File: src/rtl/md5_pkg.sv
//----------------------------------------------------------------------------
// Module : md5_pkg
// Brief  : Shared widths, sweep FSM encoding and ASCII hex helper for the
//          MD5 candidate sweep controller.
// Rev    : 1.0  initial release
//----------------------------------------------------------------------------
`default_nettype none

package md5_pkg;

    localparam int TMPL_W   = 512;
    localparam int DIGEST_W = 128;

    localparam logic [7:0] ASCII_0 = 8'h30;   // '0'
    localparam logic [7:0] ASCII_A = 8'h61;   // 'a'

    typedef enum logic [1:0] {
        ST_IDLE  = 2'd0,
        ST_RUN   = 2'd1,
        ST_DRAIN = 2'd2,
        ST_DONE  = 2'd3
    } sweep_state_e;

    // One nibble to a lowercase ASCII hex character.
    function automatic logic [7:0] hex_ascii(input logic [3:0] nib);
        if (nib < 4'd10) begin
            return ASCII_0 + {4'd0, nib};
        end
        return ASCII_A + {4'd0, nib} - 8'd10;
    endfunction

endpackage

`default_nettype wire

File: src/rtl/md5_hex_insert.sv
//----------------------------------------------------------------------------
// Module : md5_hex_insert
// Brief  : Combinational candidate builder. Overwrites eight template bytes,
//          starting at byte HEX_OFF (byte 0 = bits [511:504]), with the
//          lowercase ASCII hex rendering of value_i, most significant nibble
//          first.
// Ports  : tmpl_i  [511:0] padded template block
//          value_i [31:0]  counter value to render
//          cand_o  [511:0] resulting candidate block
// Rev    : 1.0  initial release
//----------------------------------------------------------------------------
`default_nettype none

module md5_hex_insert
    import md5_pkg::*;
#(
    parameter int HEX_OFF = 0
) (
    input  logic [TMPL_W-1:0] tmpl_i,
    input  logic [31:0]       value_i,
    output logic [TMPL_W-1:0] cand_o
);

    always_comb begin
        cand_o = tmpl_i;
        for (int i = 0; i < 8; i++) begin
            cand_o[TMPL_W-1-8*(HEX_OFF+i) -: 8] = hex_ascii(value_i[31-4*i -: 4]);
        end
    end

endmodule

`default_nettype wire

File: src/rtl/md5_sweep_ctrl.sv
//----------------------------------------------------------------------------
// Module : md5_sweep_ctrl
// Brief  : Keeps a pipelined md5core fed with one candidate per clock,
//          counts retirements, records the first digest match and pulses
//          done once the pipeline has drained.
// Ports  : clk, reset (async, active-low)
//          start/abort/stop_on_match, template_in, target_in, start_idx,
//          count                       - host command side
//          busy, done, match_found, match_idx - host status side
//          core_en, core_m_in, core_valid_in  - to md5core
//          core_a..core_d, core_valid_out     - from md5core
// Rev    : 1.0  initial release
//----------------------------------------------------------------------------
`default_nettype none

module md5_sweep_ctrl
    import md5_pkg::*;
#(
    parameter int HEX_OFF    = 0,
    parameter int INFLIGHT_W = 8
) (
    input  logic              clk,
    input  logic              reset,
    input  logic              start,
    input  logic              abort,
    input  logic              stop_on_match,
    input  logic [TMPL_W-1:0] template_in,
    input  logic [127:0]      target_in,
    input  logic [31:0]       start_idx,
    input  logic [31:0]       count,
    output logic              busy,
    output logic              done,
    output logic              match_found,
    output logic [31:0]       match_idx,
    output logic              core_en,
    output logic [TMPL_W-1:0] core_m_in,
    output logic              core_valid_in,
    input  logic [31:0]       core_a,
    input  logic [31:0]       core_b,
    input  logic [31:0]       core_c,
    input  logic [31:0]       core_d,
    input  logic              core_valid_out
);

    sweep_state_e            state_q, state_d;
    logic [TMPL_W-1:0]       template_q, template_d;
    logic [DIGEST_W-1:0]     target_q, target_d;
    logic [31:0]             start_idx_q, start_idx_d;
    logic [31:0]             count_q, count_d;
    logic                    stop_q, stop_d;
    logic [31:0]             issue_cnt_q, issue_cnt_d;
    logic [31:0]             retire_cnt_q, retire_cnt_d;
    logic [INFLIGHT_W-1:0]   inflight_q, inflight_d;
    logic                    match_found_q, match_found_d;
    logic [31:0]             match_idx_q, match_idx_d;
    logic                    valid_in_q, valid_in_d;
    logic [TMPL_W-1:0]       m_in_q, m_in_d;

    logic                    w_retire;
    logic                    w_new_match;
    logic [TMPL_W-1:0]       w_ins_tmpl;
    logic [31:0]             w_ins_val;
    logic [TMPL_W-1:0]       w_cand;

    // A valid_out with nothing in flight is stray and never retires.
    assign w_retire    = core_valid_out && (inflight_q != '0);
    assign w_new_match = w_retire && !match_found_q &&
                         ({core_a, core_b, core_c, core_d} == target_q);

    // issue_cnt_q is the index of the candidate currently on core_m_in.
    // The first candidate is built straight from the host inputs so that it
    // is presented the cycle after start; later ones use the latched copies.
    assign w_ins_tmpl = (state_q == ST_IDLE) ? template_in : template_q;
    assign w_ins_val  = (state_q == ST_IDLE) ? start_idx
                                             : start_idx_q + issue_cnt_q + 32'd1;

    md5_hex_insert #(
        .HEX_OFF (HEX_OFF)
    ) u_hex_insert (
        .tmpl_i  (w_ins_tmpl),
        .value_i (w_ins_val),
        .cand_o  (w_cand)
    );

    always_comb begin
        state_d       = state_q;
        template_d    = template_q;
        target_d      = target_q;
        start_idx_d   = start_idx_q;
        count_d       = count_q;
        stop_d        = stop_q;
        issue_cnt_d   = issue_cnt_q;
        retire_cnt_d  = retire_cnt_q;
        match_found_d = match_found_q;
        match_idx_d   = match_idx_q;
        valid_in_d    = 1'b0;
        m_in_d        = '0;
        inflight_d    = inflight_q + INFLIGHT_W'(valid_in_q) - INFLIGHT_W'(w_retire);

        if (w_retire) begin
            retire_cnt_d = retire_cnt_q + 32'd1;
        end
        if (w_new_match) begin
            match_found_d = 1'b1;
            match_idx_d   = start_idx_q + retire_cnt_q;
        end

        case (state_q)
            ST_IDLE: begin
                if (start) begin
                    template_d    = template_in;
                    target_d      = target_in;
                    start_idx_d   = start_idx;
                    count_d       = count;
                    stop_d        = stop_on_match;
                    issue_cnt_d   = '0;
                    retire_cnt_d  = '0;
                    match_found_d = 1'b0;
                    match_idx_d   = '0;
                    if (count != '0) begin
                        state_d    = ST_RUN;
                        valid_in_d = 1'b1;
                        m_in_d     = w_cand;
                    end else begin
                        state_d    = ST_DONE;
                    end
                end
            end
            ST_RUN: begin
                if ((issue_cnt_q == count_q - 32'd1) || abort ||
                    (stop_q && w_new_match)) begin
                    state_d = ST_DRAIN;
                end else begin
                    valid_in_d  = 1'b1;
                    m_in_d      = w_cand;
                    issue_cnt_d = issue_cnt_q + 32'd1;
                end
            end
            ST_DRAIN: begin
                if ((inflight_q == '0) && !core_valid_out) begin
                    state_d = ST_DONE;
                end
            end
            default: begin
                state_d = ST_IDLE;
            end
        endcase
    end

    always_ff @(posedge clk or negedge reset) begin
        if (!reset) begin
            state_q       <= ST_IDLE;
            template_q    <= '0;
            target_q      <= '0;
            start_idx_q   <= '0;
            count_q       <= '0;
            stop_q        <= 1'b0;
            issue_cnt_q   <= '0;
            retire_cnt_q  <= '0;
            inflight_q    <= '0;
            match_found_q <= 1'b0;
            match_idx_q   <= '0;
            valid_in_q    <= 1'b0;
            m_in_q        <= '0;
        end else begin
            state_q       <= state_d;
            template_q    <= template_d;
            target_q      <= target_d;
            start_idx_q   <= start_idx_d;
            count_q       <= count_d;
            stop_q        <= stop_d;
            issue_cnt_q   <= issue_cnt_d;
            retire_cnt_q  <= retire_cnt_d;
            inflight_q    <= inflight_d;
            match_found_q <= match_found_d;
            match_idx_q   <= match_idx_d;
            valid_in_q    <= valid_in_d;
            m_in_q        <= m_in_d;
        end
    end

    assign busy          = (state_q != ST_IDLE);
    assign done          = (state_q == ST_DONE);
    assign core_en       = (state_q == ST_RUN) || (state_q == ST_DRAIN);
    assign core_valid_in = valid_in_q;
    assign core_m_in     = m_in_q;
    assign match_found   = match_found_q;
    assign match_idx     = match_idx_q;

endmodule

`default_nettype wire

File: config.mk
export PLATFORM = sky130hd
export DESIGN_NAME = md5_sweep_ctrl
export DESIGN_NICKNAME = d
export VERILOG_FILES = /design/src/rtl/md5_pkg.sv /design/src/rtl/md5_hex_insert.sv /design/src/rtl/md5_sweep_ctrl.sv
export SDC_FILE = /design/constraint.sdc
export NUM_CORES = 2
export LEC_CHECK = 0
export ABC_AREA = 0
export CAP_MARGIN = 15
export CORE_AREA = 5 5 534 536
export CTS_CLUSTER_DIAMETER = 60
export DETAILED_ROUTE_END_ITERATION = 12
export DIE_AREA = 0 0 539 541
export PLACE_DENSITY = 0.52
export SETUP_SLACK_MARGIN = 0.5
export SLEW_MARGIN = 0
export SYNTH_ARGS = -nofsm -noshare
export SYNTH_HDL_FRONTEND = slang
export SYNTH_HIERARCHICAL = 1
export SYNTH_SLANG_ARGS = --single-unit
File: constraint.sdc
create_clock -name clk -period 3.33 [get_ports clk]
set_input_delay 0.8325 -clock clk [delete_from_list [all_inputs] [get_ports clk]]
set_output_delay 0.8325 -clock clk [all_outputs]
set_load 0.02 [all_outputs]
== Yosys cells after proc, flatten, opt, wreduce, memory -nomap -nowiden ==
Cells that the tools add are included.

* Register bits: 1,261
* Input bits: 838
* Output and inout port bits: 549
* Word-level logic and storage cells: 132

* Add/subtract/negate cells: 32
* $lt $le $gt $ge: 8
* Equal/unequal tests: 9
* Muxes and demuxes: 51
* Reduce and logical (&&, ||, !) cells: 19

{| class="wikitable"
|+ Operators by type and width
! cell !! count
|-
| $mux W512 || 3
|-
| $pmux W512 S2 || 1
|-
| $mux W448 || 1
|-
| $mux W32 || 9
|-
| $eq A128 B128 Y1 || 1
|-
| $mux W8 || 16
|-
| $add A32 B1 Y32 const B || 3
|-
| $add A32 B32 Y32 || 2
|-
| $add A7 B4 Y8 const A || 8
|-
| $pmux W32 S2 || 1
|-
| $sub A8 B4 Y8 const B || 8
|-
| $add A6 B4 Y7 const A || 8
|-
| $eq A32 B32 Y1 || 1
|-
| $lt A4 B4 Y1 const B || 8
|-
| $reduce_bool A32 Y1 || 1
|-
| $sub A32 B1 Y32 const B || 1
|-
| $mux W1 || 14
|-
| $add A8 B1 Y8 || 1
|-
| $logic_not A8 Y1 || 1
|-
| $mux W2 || 4
|-
| $ne A2 B2 Y1 const B || 4
|-
| $reduce_bool A8 Y1 || 1
|-
| $sub A8 B1 Y8 || 1
|-
| $pmux W2 S3 || 1
|-
| 10 further kinds || 20
|}

== Logic depth before layout (Yosys ltp) ==
* Word-level depth: 9
* Mapped depth: 19
* Gate-level depth less buffers: 19

== Cells and area by module ==
The synthesis kept the hierarchy.

{| class="wikitable"
|+ By module, submodules not included
! module !! times used !! cells each !! area each (um^2) !! seq. area each (um^2)
|-
| md5_sweep_ctrl || 1 || 6,105 || 60,132.7 || 33,156.8
|-
| md5_hex_insert || 1 || 576 || 4,165.2 || 0.0
|}

== Least setup slack after synthesis ==
No wires, ideal clock.

* Kind: reg-to-reg
* From: register start_idx_q[1]
* To: register m_in_q[508], in the netlist core_m_in[508]
* Library setup time: 119 ps
* Data arrival time: 3,469 ps
* Data required time: 3,211 ps
* Path slack: -258 ps
* Stages on the path, launching flop included: 17
* Path buffers: 0
* Clock period less this slack: 3,588 ps
* Cell sequence: dfrtp_1 ha_1 nor2b_1 o31ai_1 a21oi_1 a31oi_1 o311ai_0 a41oi_1 o21bai_1 a21oi_1 xor2_1 o21ai_0 inv_1 ha_1 nor2b_1 o21ai_0 and2_1

* Word-level cells in the longest chain between the ends: 9
* Elaborated cells between the ends (all ways): 14
* Those cells by class: add/sub: 5; order compare: 1; mux: 8

{| class="wikitable"
|+ RTL lines
! item !! line !! RTL
|-
| from (decl) || md5_sweep_ctrl.sv:48 || <nowiki>logic [31:0] start_idx_q, start_idx_d;</nowiki>
|-
| from (signal assigned) || md5_sweep_ctrl.sv:169 || <nowiki>start_idx_q <= start_idx_d;</nowiki>
|-
| $add A32 B32 Y32 (*) || md5_sweep_ctrl.sv:75 || <nowiki>: start_idx_q + issue_cnt_q + 32'd1;</nowiki>
|-
| $add A32 B1 Y32 (*) || md5_sweep_ctrl.sv:75 ||
|-
| $mux W32 (*) || md5_sweep_ctrl.sv:74 || <nowiki>assign w_ins_val = (state_q == ST_IDLE) ? start_idx</nowiki>
|-
| named net w_ins_val[29] || md5_sweep_ctrl.sv:62 || <nowiki>logic [31:0] w_ins_val;</nowiki>
|-
| $add A7 B4 Y8 (tied with other cells) || md5_pkg.sv:29 || <nowiki>return ASCII_A + {4'd0, nib} - 8'd10;</nowiki>
|-
| $sub A8 B4 Y8 (tied with other cells) || md5_pkg.sv:29 ||
|-
| $mux W8 (*) || md5_pkg.sv:29 ||
|-
| named net w_cand[508] || md5_sweep_ctrl.sv:63 || <nowiki>logic [TMPL_W-1:0] w_cand;</nowiki>
|-
| $mux W512 || md5_sweep_ctrl.sv:120 || <nowiki>if (count != '0) begin</nowiki>
|-
| $mux W512 || md5_sweep_ctrl.sv:110 || <nowiki>if (start) begin</nowiki>
|-
| $pmux W512 S2 (*) || md5_sweep_ctrl.sv:108 || <nowiki>case (state_q)</nowiki>
|-
| named net m_in_d[508] || md5_sweep_ctrl.sv:57 || <nowiki>logic [TMPL_W-1:0] m_in_q, m_in_d;</nowiki>
|-
| to (signal assigned) || md5_sweep_ctrl.sv:178 || <nowiki>m_in_q <= m_in_d;</nowiki>
|-
| to (decl) || md5_sweep_ctrl.sv:57 ||
|}

Mark *: on every way through the listed nets, which the timed path passes. The rest lies on a longest branch. The select of a mux whose other input is x is not followed.
A chain may end at the register's enable or synchronous reset.

== Final worst setup path ==
* From: register issue_cnt_q[0]
* To: register m_in_q[496], in the netlist core_m_in[496]

* Word-level cells in the longest chain between the ends: 9
* Elaborated cells between the ends (all ways): 17
* Those cells by class: add/sub: 5; order compare: 1; eq/ne: 1; mux: 8; reduce/logical: 2

{| class="wikitable"
|+ RTL lines
! item !! line !! RTL
|-
| from (decl) || md5_sweep_ctrl.sv:51 || <nowiki>logic [31:0] issue_cnt_q, issue_cnt_d;</nowiki>
|-
| from (signal assigned) || md5_sweep_ctrl.sv:172 || <nowiki>issue_cnt_q <= issue_cnt_d;</nowiki>
|-
| $add A32 B32 Y32 (*) || md5_sweep_ctrl.sv:75 ||
|-
| $add A32 B1 Y32 (*) || md5_sweep_ctrl.sv:75 ||
|-
| $mux W32 (*) || md5_sweep_ctrl.sv:74 ||
|-
| named net w_ins_val[26] || md5_sweep_ctrl.sv:62 ||
|-
| $lt A4 B4 Y1 (*) || md5_pkg.sv:26 || <nowiki>if (nib < 4'd10) begin</nowiki>
|-
| $mux W1 (*) || md5_pkg.sv:26 ||
|-
| $mux W8 (*) || md5_pkg.sv:29 ||
|-
| named net w_cand[496] || md5_sweep_ctrl.sv:63 ||
|-
| $mux W512 || md5_sweep_ctrl.sv:120 ||
|-
| $mux W512 || md5_sweep_ctrl.sv:110 ||
|-
| $pmux W512 S2 (*) || md5_sweep_ctrl.sv:108 ||
|-
| named net m_in_d[496] || md5_sweep_ctrl.sv:57 ||
|}

Marks and branches as above.

==> out/results.ini <==
[yosys]
syn_inst=6344
avgSynthCellArea_um2=9.65
yosys_warnings=6
netlist_area_um2=61200

[global_route]
overflow=0
antenna_found_initial=150
grt_pass1_wl_um=365000
grt_pass1_vias=50200
grt_max_degree=145
gr-usage-all-layers_pct=16.9

[setup_path]
cp_top_family=compound AO/OA/AOI/OAI gates
crit_buf_inv=2
worst-path-max-fanout=3
critPathKind=reg -> reg
r2r_end=core_m_in[496]
crit_arrival_ns=4.35
rr_startpoint=issue_cnt_q[0]
critical_path.cell_chain=inv_4 > ha_4 > inv_2 > fa_2 > a21o_1 > a21oi_2 > o21bai_1 > nand2_1 > a31oi_4 > a41o_1 > o41a_1 > a31oi_1 > xor2_1 > o21ai_1 > o21a_1 > xnor2_2 > and2_1
r2r_cells=17
crit_path_max_incr_delay_ns=0.40
worstSetupEndpointType=flip-flop
cp.required_ns=3.97
start_kind=flip-flop
critPathSlowestCell=dfrtp_1
r2r_slack_ns=-0.38

[run]
max-cap-violations=0

[floorplanning]
coreArea_um2=280000
rows=195
pin_count=1387
start_util_pct=21.8
fp.dieH_um=541
die_area_um2=292000
die_w_um=539

[min_path]
hp-class=reg -> reg
holdPathStages=2
min_from=template_q[183]
min_to=template_q[183]

[sta]
rsz0062_at_grt=yes
setup_viol=540
setup_slack_ns=-0.381
hold_viol_final=0
finalCriticalPeriod_ns=3.71
period_share_pct=111
slew_violations=0
fmax_mhz=269
skew_ns=0.0853
maxSlewHeadroom_pct=22.6
tightest_slew_ns=1.16
finalSetupTns_ns=-133.84

[drt]
met2_length_um=124000
avgViaCountPerCell=4.24
drt_pass1_iterations=6
wl_per_cell_um=22.4
drtIter0Drc=2984
final_antenna_net_count=0
drc_errors=0
vias=49100
top_layer=met5
drt_wl_total_um=260000
m1WireLength_um=102000
met3WireLength_um=21200

[pwr]
peakVddDrop_v=0.000638
powerDensity_nw_per_um2=932
p_leak_nw=41.0

[final_layout]
layout-drive-gt1-share_pct=21.7
synthToLayoutAreaGrowth_pct=43.5
fin_nets=8577
final_area_um2=87800
fill_cells=28600

[clocking]
cts_root_buffer=clkbuf_16
cts_buffers=171
clock_sinks=1261
cts_tree=built
cts_max_level=4
clock_path_buffers=4
clk_pin_slew_ns=0.05
worstSkewPairLatency_ns=0.85

[placed_design]
io_buffers=1322
dpl_cell_area_um2=78600
place_hpwl_um=196000
gp_congestion=0.900

[status]
violations=setup timing
outcome=complete, but fails checks

-- through the flow --
stage	setup WS (ns)	std cells	hold slack (ns)	utilization, %	power (mW)
after floorplan	-0.0126	6358	0.442	-	47.0
after detailed placement	-0.793	11100	0.458	28.0	58.5
after global placement	-0.817	11100	0.452	28.0	58.0
after global routing	-0.547	11600	0.478	31.3	86.6
final	-0.381	11600	0.466	31.3	81.9
after CTS	-0.445	11500	0.454	30.8	80.9
-- flip-flops by register name, indices dropped and copies added, names as in the netlist, 2 cells and up --
name,flops
inflight_q,8
count_q,32
core_m_in,512
start_idx_q,32
retire_cnt_q,32
template_q,448
target_q,128
issue_cnt_q,32
match_idx,32
state_q,2
-- area by class of cell --
type	count	area (um^2)	area share (%)
Tap cell	3743	4680	5.33
Clock inverter	70	773	0.880
Inverter	85	322	0.366
Multi-Input combinational cell	4259	25900	29.5
Antenna cell	58	145	0.165
Sequential cell	1261	31600	35.9
Timing Repair Buffer	1870	19500	22.2
Clock buffer	235	4900	5.58
-- worst reg2reg max path, cell delays in order (launching register included) --
cell      delay [ns]
dfrtp_1         0.40
inv_4           0.11
ha_4            0.14
inv_2           0.03
fa_2            0.34
a21o_1          0.18
a21oi_2         0.18
o21bai_1        0.12
nand2_1         0.13
a31oi_4         0.13
a41o_1          0.26
o41a_1          0.38
a31oi_1         0.19
xor2_1          0.26
o21ai_1         0.12
o21a_1          0.25
xnor2_2         0.16
and2_1          0.15
-- report_power, final --
group	total (mW)	internal (mW)	switching, mW
Combinational	38.8	19.2	19.6
Sequential	24.5	21.3	3.20
Clock	18.6	11.1	7.46
-- routing by layer --
layer / track usage (%) / up-vias
met5: 0 / -
li1: - / 22700
met1: 20.1 / 24100
met2: 28.2 / 1791
met4: 7.56 / 50
met3: 5.13 / 489
-- worst max path at each step --
stage              startpoint               to  slack (ns)  cells past startpoint
2_1_floorplan      count_q[0]   core_m_in[100]       -0.01                     14
3_3_place_gp        core_d[1]  issue_cnt_q[28]       -0.82                     13
3_5_place_dp       core_a[25]  issue_cnt_q[18]       -0.79                     14
4_1_cts        issue_cnt_q[0]   core_m_in[496]       -0.44                     17
5_1_grt            count_q[7]   core_m_in[155]       -0.55                     16
6_report       issue_cnt_q[0]   core_m_in[496]       -0.38                     17
-- placed cells by master (no fill, tap or decap), types with 14 or more instances in the layout --
| cell type | instances |
|---|---|
| mux2i_1 | 21 |
| diode_2 | 58 |
| a211oi_1 | 14 |
| clkbuf_8 | 30 |
| clkbuf_16 | 190 |
| nor2_1 | 152 |
| buf_16 | 46 |
| xor2_1 | 145 |
| nor4_1 | 81 |
| inv_1 | 75 |
| o21a_1 | 16 |
| conb_1 | 16 |
| and3_1 | 14 |
| nand2_1 | 2017 |
| mux2_2 | 451 |
| buf_12 | 67 |
| nor3_1 | 32 |
| clkbuf_1 | 30 |
| xnor2_1 | 80 |
| and2_4 | 316 |
| nor2b_1 | 86 |
| nand4_1 | 37 |
| a21oi_1 | 96 |
| buf_4 | 398 |
| o21ai_0 | 80 |
| nand2b_1 | 25 |
| ha_1 | 80 |
| clkinv_2 | 22 |
| buf_6 | 15 |
| and2_1 | 206 |
| dfrtp_1 | 1254 |
| clkdlybuf4s50_1 | 1314 |
| nand3_1 | 44 |
| a21o_1 | 25 |
-- repair_timing --
item	4_1_cts	5_1_grt
buffers inserted	35	15
gates resized for setup	250	236
gates cloned	36	21
pin swaps	144	195
hold buffers	1	0
setup endpoints to repair	630	630
endpoints found under the hold margin	10	0
No activity file was read; power rests on OpenSTA's default activity.
